File: src/rtl/lzc_pkg.sv
// Shared parameters and FSM state encoding for the lzc normaliser.
package lzc_pkg;

    localparam int WIDTH  = 8;
    localparam int WORD   = 4;
    localparam int DW     = WIDTH * WORD;
    localparam int CNT_W  = $clog2(DW) + 1;
    localparam int BEAT_W = $clog2(WORD);

    typedef logic [1:0] state_t;

    localparam state_t COLLECT  = 2'd0;
    localparam state_t WAIT_CNT = 2'd1;
    localparam state_t OUT      = 2'd2;

endpackage

File: src/rtl/lzc_normalizer_if.sv
// Output handshake bundle from the normaliser to the float-pack stage.
interface lzc_normalizer_if;
    import lzc_pkg::*;

    logic [DW-1:0]    norm_data;
    logic [CNT_W-1:0] norm_shift;
    logic             norm_all;
    logic             norm_mode;
    logic             norm_valid;
    logic             norm_ready;

    modport master (
        output norm_data, norm_shift, norm_all,
        output norm_mode, norm_valid,
        input  norm_ready
    );

    modport slave (
        input  norm_data, norm_shift, norm_all,
        input  norm_mode, norm_valid,
        output norm_ready
    );

endinterface

File: src/rtl/lzc_norm_shift.sv
// Log2 barrel left-shifter with count clamp and all-zeros/all-ones flag.
module lzc_norm_shift
    import lzc_pkg::*;
(
    input  logic [DW-1:0]    operand,
    input  logic [CNT_W-1:0] count,
    output logic [DW-1:0]    shifted,
    output logic [CNT_W-1:0] amount,
    output logic             all_flag,
    output logic             over
);

    always_comb begin
        over     = count > CNT_W'(DW);
        amount   = over ? CNT_W'(DW) : count;
        all_flag = amount == CNT_W'(DW);
        shifted  = operand;
        for (int i = 0; i < CNT_W - 1; i++) begin
            if (amount[i]) shifted = shifted << (1 << i);
        end
        // top bit alone means a full-width shift
        if (amount[CNT_W-1]) shifted = '0;
    end

endmodule

File: src/rtl/lzc_normalizer.sv
// Assembles the operand beside lzc and normalises it by the lzc count.
// Define LZCN_ERR_EN to make err track protocol violations.
module lzc_normalizer
    import lzc_pkg::*;
(
    input  logic                clk,
    input  logic                rst_n,
    input  logic [WIDTH-1:0]    data,
    input  logic                Ivalid,
    input  logic                mode,
    input  logic [CNT_W-1:0]    zeros,
    input  logic                Ovalid,
    lzc_normalizer_if.master    out_if,
    output logic                err
);

`ifdef LZCN_ERR_EN
    localparam bit ERR_EN = 1'b1;
`else
    localparam bit ERR_EN = 1'b0;
`endif

    state_t            state_q, state_d;
    logic [BEAT_W-1:0] cnt_q, cnt_d;
    logic [DW-1:0]     op_q, op_d;
    logic              mode_q, mode_d;
    logic [DW-1:0]     ndata_q, ndata_d;
    logic [CNT_W-1:0]  nshift_q, nshift_d;
    logic              nall_q, nall_d;
    logic              nmode_q, nmode_d;
    logic              nvalid_q, nvalid_d;
    logic              err_q, err_d;
    logic              hit;

    logic [DW-1:0]     sh_data;
    logic [CNT_W-1:0]  sh_amt;
    logic              sh_all;
    logic              sh_over;

    lzc_norm_shift u_shift (
        .operand  (op_q),
        .count    (zeros),
        .shifted  (sh_data),
        .amount   (sh_amt),
        .all_flag (sh_all),
        .over     (sh_over)
    );

    always_comb begin
        state_d  = state_q;
        cnt_d    = cnt_q;
        op_d     = op_q;
        mode_d   = mode_q;
        ndata_d  = ndata_q;
        nshift_d = nshift_q;
        nall_d   = nall_q;
        nmode_d  = nmode_q;
        nvalid_d = nvalid_q;
        hit      = 1'b0;
        unique case (state_q)
            COLLECT: begin
                if (Ivalid) begin
                    op_d = {op_q[DW-WIDTH-1:0], data};
                    if (cnt_q == '0) mode_d = mode;
                    if (cnt_q == BEAT_W'(WORD - 1)) begin
                        cnt_d   = '0;
                        state_d = WAIT_CNT;
                    end else begin
                        cnt_d = cnt_q + 1'b1;
                    end
                end
                if (Ovalid) hit = 1'b1;
            end
            WAIT_CNT: begin
                if (Ivalid) hit = 1'b1;
                if (Ovalid) begin
                    ndata_d  = sh_data;
                    nshift_d = sh_amt;
                    nall_d   = sh_all;
                    nmode_d  = mode_q;
                    nvalid_d = 1'b1;
                    state_d  = OUT;
                    if (sh_over) hit = 1'b1;
                end
            end
            OUT: begin
                // a beat arriving on the transfer cycle is still dropped
                if (Ivalid || Ovalid) hit = 1'b1;
                if (nvalid_q && out_if.norm_ready) begin
                    nvalid_d = 1'b0;
                    state_d  = COLLECT;
                end
            end
            default: state_d = COLLECT;
        endcase
        err_d = err_q | (ERR_EN & hit);
    end

    always_ff @(posedge clk or negedge rst_n) begin
        if (!rst_n) begin
            state_q  <= COLLECT;
            cnt_q    <= '0;
            op_q     <= '0;
            mode_q   <= 1'b0;
            ndata_q  <= '0;
            nshift_q <= '0;
            nall_q   <= 1'b0;
            nmode_q  <= 1'b0;
            nvalid_q <= 1'b0;
            err_q    <= 1'b0;
        end else begin
            state_q  <= state_d;
            cnt_q    <= cnt_d;
            op_q     <= op_d;
            mode_q   <= mode_d;
            ndata_q  <= ndata_d;
            nshift_q <= nshift_d;
            nall_q   <= nall_d;
            nmode_q  <= nmode_d;
            nvalid_q <= nvalid_d;
            err_q    <= err_d;
        end
    end

    assign out_if.norm_data  = ndata_q;
    assign out_if.norm_shift = nshift_q;
    assign out_if.norm_all   = nall_q;
    assign out_if.norm_mode  = nmode_q;
    assign out_if.norm_valid = nvalid_q;
    assign err               = err_q;

endmodule
File: src/flat_wrapper.sv
// flat-port wrapper written by rule: the top's interface ports become plain ports
module lzc_normalizer_flat import lzc_pkg::*;
  (clk, rst_n, data, Ivalid, mode, zeros, Ovalid, err, out_if_norm_data, out_if_norm_shift, out_if_norm_all, out_if_norm_mode, out_if_norm_valid, out_if_norm_ready);
  lzc_normalizer_if out_if_i ();
  input  logic clk;
  input  logic rst_n;
  input  logic [WIDTH-1:0] data;
  input  logic Ivalid;
  input  logic mode;
  input  logic [CNT_W-1:0] zeros;
  input  logic Ovalid;
  output logic err;
  output wire logic [$bits(out_if_i.norm_data)-1:0] out_if_norm_data;
  output wire logic [$bits(out_if_i.norm_shift)-1:0] out_if_norm_shift;
  output wire logic [$bits(out_if_i.norm_all)-1:0] out_if_norm_all;
  output wire logic [$bits(out_if_i.norm_mode)-1:0] out_if_norm_mode;
  output wire logic [$bits(out_if_i.norm_valid)-1:0] out_if_norm_valid;
  input wire logic [$bits(out_if_i.norm_ready)-1:0] out_if_norm_ready;
  assign out_if_norm_data = out_if_i.norm_data;
  assign out_if_norm_shift = out_if_i.norm_shift;
  assign out_if_norm_all = out_if_i.norm_all;
  assign out_if_norm_mode = out_if_i.norm_mode;
  assign out_if_norm_valid = out_if_i.norm_valid;
  assign out_if_i.norm_ready = out_if_norm_ready;
  lzc_normalizer u_core (.clk(clk), .rst_n(rst_n), .data(data), .Ivalid(Ivalid), .mode(mode), .zeros(zeros), .Ovalid(Ovalid), .out_if(out_if_i), .err(err));
endmodule
File: config.mk
export PLATFORM = sky130hd
export DESIGN_NAME = lzc_normalizer_flat
export DESIGN_NICKNAME = d
export VERILOG_FILES = /design/src/rtl/lzc_pkg.sv /design/src/rtl/lzc_normalizer_if.sv /design/src/rtl/lzc_norm_shift.sv /design/src/rtl/lzc_normalizer.sv /design/src/flat_wrapper.sv
export SDC_FILE = /design/constraint.sdc
export NUM_CORES = 1
export LEC_CHECK = 0
export ABC_AREA = 1
export ABC_CLOCK_PERIOD_IN_PS = 2100
export BUFFER_PORTS_ARGS = -buffer_cell sky130_fd_sc_hd__clkbuf_2
export CORE_AREA = 2 2 128 130
export DETAILED_ROUTE_END_ITERATION = 10
export DIE_AREA = 0 0 130 132
export PLACE_DENSITY = 0.55
export SLEW_MARGIN = 20
export SYNTH_ARGS = -nofsm -noshare
export SYNTH_HDL_FRONTEND = slang
export SYNTH_SLANG_ARGS = --single-unit
File: constraint.sdc
create_clock -name clk -period 2.1 [get_ports clk]
set_clock_uncertainty 0.05 [all_clocks]
set_input_delay 0.21 -clock clk [delete_from_list [all_inputs] [get_ports clk]]
set_output_delay 0.21 -clock clk [all_outputs]
set_load 0.005 [all_outputs]
# After elaboration in Yosys (flattened, before gate mapping)
# Index checks and enable logic that the tools add are counted.
totals:
  ff_bits: 78
  inputBits: 20
  out_inout_bits: 42
  wordCells: 44
classes:
  n_addsub: 1
  order_cmp: 1
  eq_ne: 8
  n_mux: 16
  reduce_logical: 9
op_table:
  columns: ["op", "n"]
  rows:
  - ["2-to-1 mux 32 bit", 6]
  - ["2-to-1 mux 2 bit", 5]
  - ["equality test 6 bit, second input constant", 1]
  - ["greater-than comparator 6 bit, second input constant", 1]
  - ["2-to-1 mux 6 bit", 1]
  - ["case mux 2 bit (3 select lines)", 1]
  - ["AND reduction 3 bit", 2]
  - ["equality test 2 bit, second input constant", 2]
  - ["logical NOT 2 bit", 2]
  - ["!= test 2 x 1 -> 1 bit, second input constant", 2]
  - ["!= test 2 bit, second input constant", 2]
  - ["AND reduction 2 bit", 2]
  - ["AND reduction 4 bit", 1]
  - ["adder 2 x 1 -> 2 bit, second input constant", 1]
  - ["equality test 2 x 1 -> 1 bit, second input constant", 1]
  - ["2-to-1 mux 1 bit", 2]
  - ["case mux 1 bit (2 select lines)", 1]
  - ["nonzero test 2 bit", 1]
  - ["logical AND 1 bit", 1]

# Longest topological paths before layout
depth:
  ltp_word: 8
  mapped_depth: 13
  mapped_depth_nobuf: 11

# Modules after synthesis
# From an unflattened synthesis, not the netlist that was laid out.
hier_totals:
  cells_unflattened: 781
  hier_area_um2: 5121.2
by_module_without_submodules:
  columns: ["module", "instances", "cells_per_inst", "area_per_inst_um2", "seq_area_each_um2"]
  rows:
  - ["lzc_normalizer", 1, 353, 3164.3, 1951.9]
  - ["lzc_norm_shift", 1, 428, 1956.9, 0.0]

# Worst setup path before layout
# OpenSTA, ideal clock, no wires.
synth_timing:
  path_kind: "reg2reg"
  start: "reg u_core.state_q[1]"
  end: "reg u_core.ndata_q[22] (netlist: u_core.out_if.norm_data[22])"
  setup_time_ps: 66
  arrival_ps: 1464
  required_ps: 1984
  setup_slack_ps: 521
  path_stages_with_launch: 11
  path_buffers: 1
  synth_period_minus_slack_ps: 1579
  cell_sequence: "dfrtp_1 nor3_2 inv_2 nor2_4 inv_2 nor2_2 inv_2 buf_2 o21ai_1 nand2_1 nand2_1"
synth_between:
  elab_chain_cells: 2
synth_rtl:
  columns: ["element", "line_no", "rtl"]
  rows:
  - ["start: declaration", "lzc_normalizer.sv:23", "state_t state_q, state_d;"]
  - ["start signal: assignment", "lzc_normalizer.sv:112", "state_q <= state_d;"]
  - ["equality test 2 x 1 -> 1 bit", null, null]
  - ["AND reduction 2 bit (no source line)", null, null]
  - ["end signal: assignment", "lzc_normalizer.sv:116", "ndata_q <= ndata_d;"]
  - ["end: declaration", "lzc_normalizer.sv:27", "logic [DW-1:0] ndata_q, ndata_d;"]
# Every way passes these cells.
# A chain may end at the register's enable or synchronous reset.

# Worst setup path after layout
layout_timing:
  start: "reg u_core.state_q[1]"
  end: "reg u_core.ndata_q[24] (netlist: u_core.out_if.norm_data[24])"
# The elaborated chain is that of the path after synthesis.

==> qor.yml <==
outcome:
  status: "completed"
pwr:
  p_int_w: 0.004194
  p_leak_nw: 2.820
  swShare_pct: 39.97
  irDropWorstVdd_mv: 0.5891
  switching_power_w: 0.002792
  clkPwrFrac_pct: 24.4
  pwr-share-seq_pct: 36.6
  power_density_mw_per_mm2: 1266
  pwr-share-comb_pct: 39.0
routing:
  vias_per_cell: 4.793
  vias: 4496
  route.detailed.drc: 0
  wl_um: 13450
  wl_per_cell_um: 14.33
  dr.pass1.iters: 5
  dr_wl_met2_um: 5775
  antenna_left: 0
  topRoutingLayerUsed: "met4"
  met1Wirelength_um: 6754
  wl_met3_um: 715
  drt_iter0_drc: 300
timing:
  tightest_slew_ps: 503.6
  fmax_ghz: 0.5269
  hold_viol: 0
  slew_viol_final: 0
  period_share_pct: 90.37
  relSlewSlack_pct: 66.38
  finalWorstSetupSlack_ps: 202.1
  finalCriticalPeriod_ps: 1898
  rsz0062_at_grt: "false"
  tns_ps: 0
  setup_viol_count_final: 0
yosys:
  syn_inst: 672
  synth_nets: 694
  synth_enable_flop_cells: 0
  syn_area_mm2: 0.004674
  synth_seq_cells: 78
  ys_warn_count: 0
  ys_seq_area_share_pct: 41.76
  avgSynthCellArea_um2: 6.956
  yosysTopAreaCellShare_pct: 41.76
  synth-async-reset-ratio_pct: 100.0
  netlist_top_cells_area: "dfrtp_1 42%, nand2_1 18%, nand3_1 15%"
  synth_top_area_cell: "dfrtp_1"
  synth_commonest_cells: "230 x nand2_1, 143 x nand3_1, 78 x dfrtp_1"
  synth.most_common_cell: "nand2_1"
  synthFlopType: "dfrtp_1"
  yosysUniqueCellTypes: 26
die:
  design.core.area_mm2: 0.01571
  initial_core_util_pct: 29.75
  io_pins: 62
  die-height_um: 132
  die_x_um: 130
  die-area_mm2: 0.01716
  num_rows: 46
grt:
  grt_pass1_wl_um: 22370
  grt_start_max_net_pins: 57
  antenna_found_initial: 0
  grt_use_total_pct: 16.61
  overflow: 0
  grt_pass1_vias: 4292
cts:
  cts_buffers: 9
  cts_buffer_depth: 2
  clk_pin_slew_worst_paths_ps: 60
  cts_root_buffer: "clkbuf_16"
  cts_tree: "yes"
  insertion_delay_ps: 340
  cts.sinks: 78
  htree_levels: 3
setup_path:
  path_cells: "nor3_4, inv_2, nor2_4, inv_2, nor2_2, buf_4, nand3_1, nand3_1"
  startpoint_type: "flop"
  worstSetupPathType: "reg -> reg"
  cpPeakStageDelay_ps: 420
  worst-path-buf-inv: 3
  critPathSlowestCell: "dfrtp_1"
  end_kind: "flop"
  crit_arrival_ps: 2130
  critPathRequiredTime_ps: 2330
  worstPathMaxFanout: 12
  crit_family: "simple AND/OR/NAND/NOR gates"
final_layout:
  antennaDiodeCount: 0
  area_delta_synth_final_pct: 18.01
  fin_nets: 739
  fin_area_mm2: 0.005517
  register_area_mm2: 0.001952
  nFillCells: 1729
  finish.utilization_pct: 35.11
  multiInputGateArea_mm2: 0.002317
  fin_cells: 938
  final_layout_size_suffix_gt1_share_pct: 16.90
flow_run:
  cap_violations: 0
place:
  io_buffers: 60
  dp_cells: 921
  place_area_mm2: 0.005177
  hpwl_um: 9807
  place_ws_ps: 156.9
  globalplace.congestion: 0.9274
worst_hold_path:
  min_path_type: "in -> reg"
-- kinds of logic (layout without fill, tap and decap cells) --
group / count (synthesis) / count (layout) / share of synthesized area [%]
DFF: 78 / 78 / 41.76
and+or+nand+nor: 406 / 406 / 37.77
buffers and inverters: 92 / 142 / 8.806
other: 1 / 1 / 0.08022
muxes: 1 / 1 / 0.2409
AOI/OAI and AO/OA: 92 / 92 / 10.81
adders and majority gates: 2 / 2 / 0.5352
-- registers in the layout (all words and copies together), names as in the netlist --
register,flops
u_core.cnt_q,2
u_core.mode_q,1
u_core.op_q,32
u_core.out_if.norm_all,1
u_core.out_if.norm_data,32
u_core.out_if.norm_mode,1
u_core.out_if.norm_shift,6
u_core.out_if.norm_valid,1
u_core.state_q,2
-- timing repair --
item                       in CTS  in global routing
buffers inserted                0                  0
resized for setup               0                  1
setup endpoints to repair       0                  8
hold endpoints to repair       35                  0
hold buffers                    1                  0
-- per-layer routing --
layer | vias up | global-route usage, %
met5 | - | 0
met4 | 0 | 4.480
met3 | 15 | 4.058
met2 | 126 | 23.68
met1 | 2067 | 24.89
li1 | 2288 | -
-- cell type report --
cell class / count / area share (%)
multi-input combinational: 502 / 42.00
inverter: 49 / 3.334
timing repair buffer: 77 / 8.528
clock inverter: 6 / 1.520
tap: 216 / 4.899
clock buffer: 10 / 4.332
sequential: 78 / 35.38
-- power by group through the flow --
stage                     clock [W]  combinational (W)  sequential [W]
after CTS                   0.00175            0.00275         0.00255
final                       0.00171            0.00272         0.00256
after global routing        0.00182            0.00315         0.00264
after global placement            0            0.00272         0.00257
after floorplan                   0            0.00182         0.00249
after detailed placement          0            0.00273         0.00256
-- placed cells by master, fill, tap and decap left out, drive strengths merged --
cell type	count
buf	17
mux2	1
nor3	1
clkinv	3
nor2	19
ha	2
bufinv	2
nand2	236
nand4	2
dlygate4sd3	1
conb	1
nand3b	2
clkbuf	69
inv	50
nand3	146
a21oi	1
dfrtp	78
o21ai	91
-- metrics by stage --
step	hold slack [ps]	power, W
6_report	18.07	0.006986
5_1_grt	26.12	0.007615
4_1_cts	4.759	0.007044
3_5_place_dp	164.9	0.005298
3_3_place_gp	159.1	0.005284
2_1_floorplan	-135.6	0.004311
-- final timing paths --
path,slack (ps),from,to,cells after the start
setup / recovery,200,u_core.state_q[1],u_core.out_if.norm_data[24],8
hold / removal,20,data[0],u_core.op_q[0],3
setup reg to reg,200,u_core.state_q[1],u_core.out_if.norm_data[24],8
hold reg to reg,430,u_core.out_if.norm_data[12],u_core.out_if.norm_data[12],2
max in group asynchronous,1090,rst_n,u_core.out_if.norm_shift[5],3
min in group asynchronous,320,rst_n,u_core.out_if.norm_shift[4],2
-- tightest hold or removal path: stages --
cell and delay [ps]:
clkbuf_2 70, nand2_1 40, o21ai_0 60
Power figures use the tool's default switching activity.
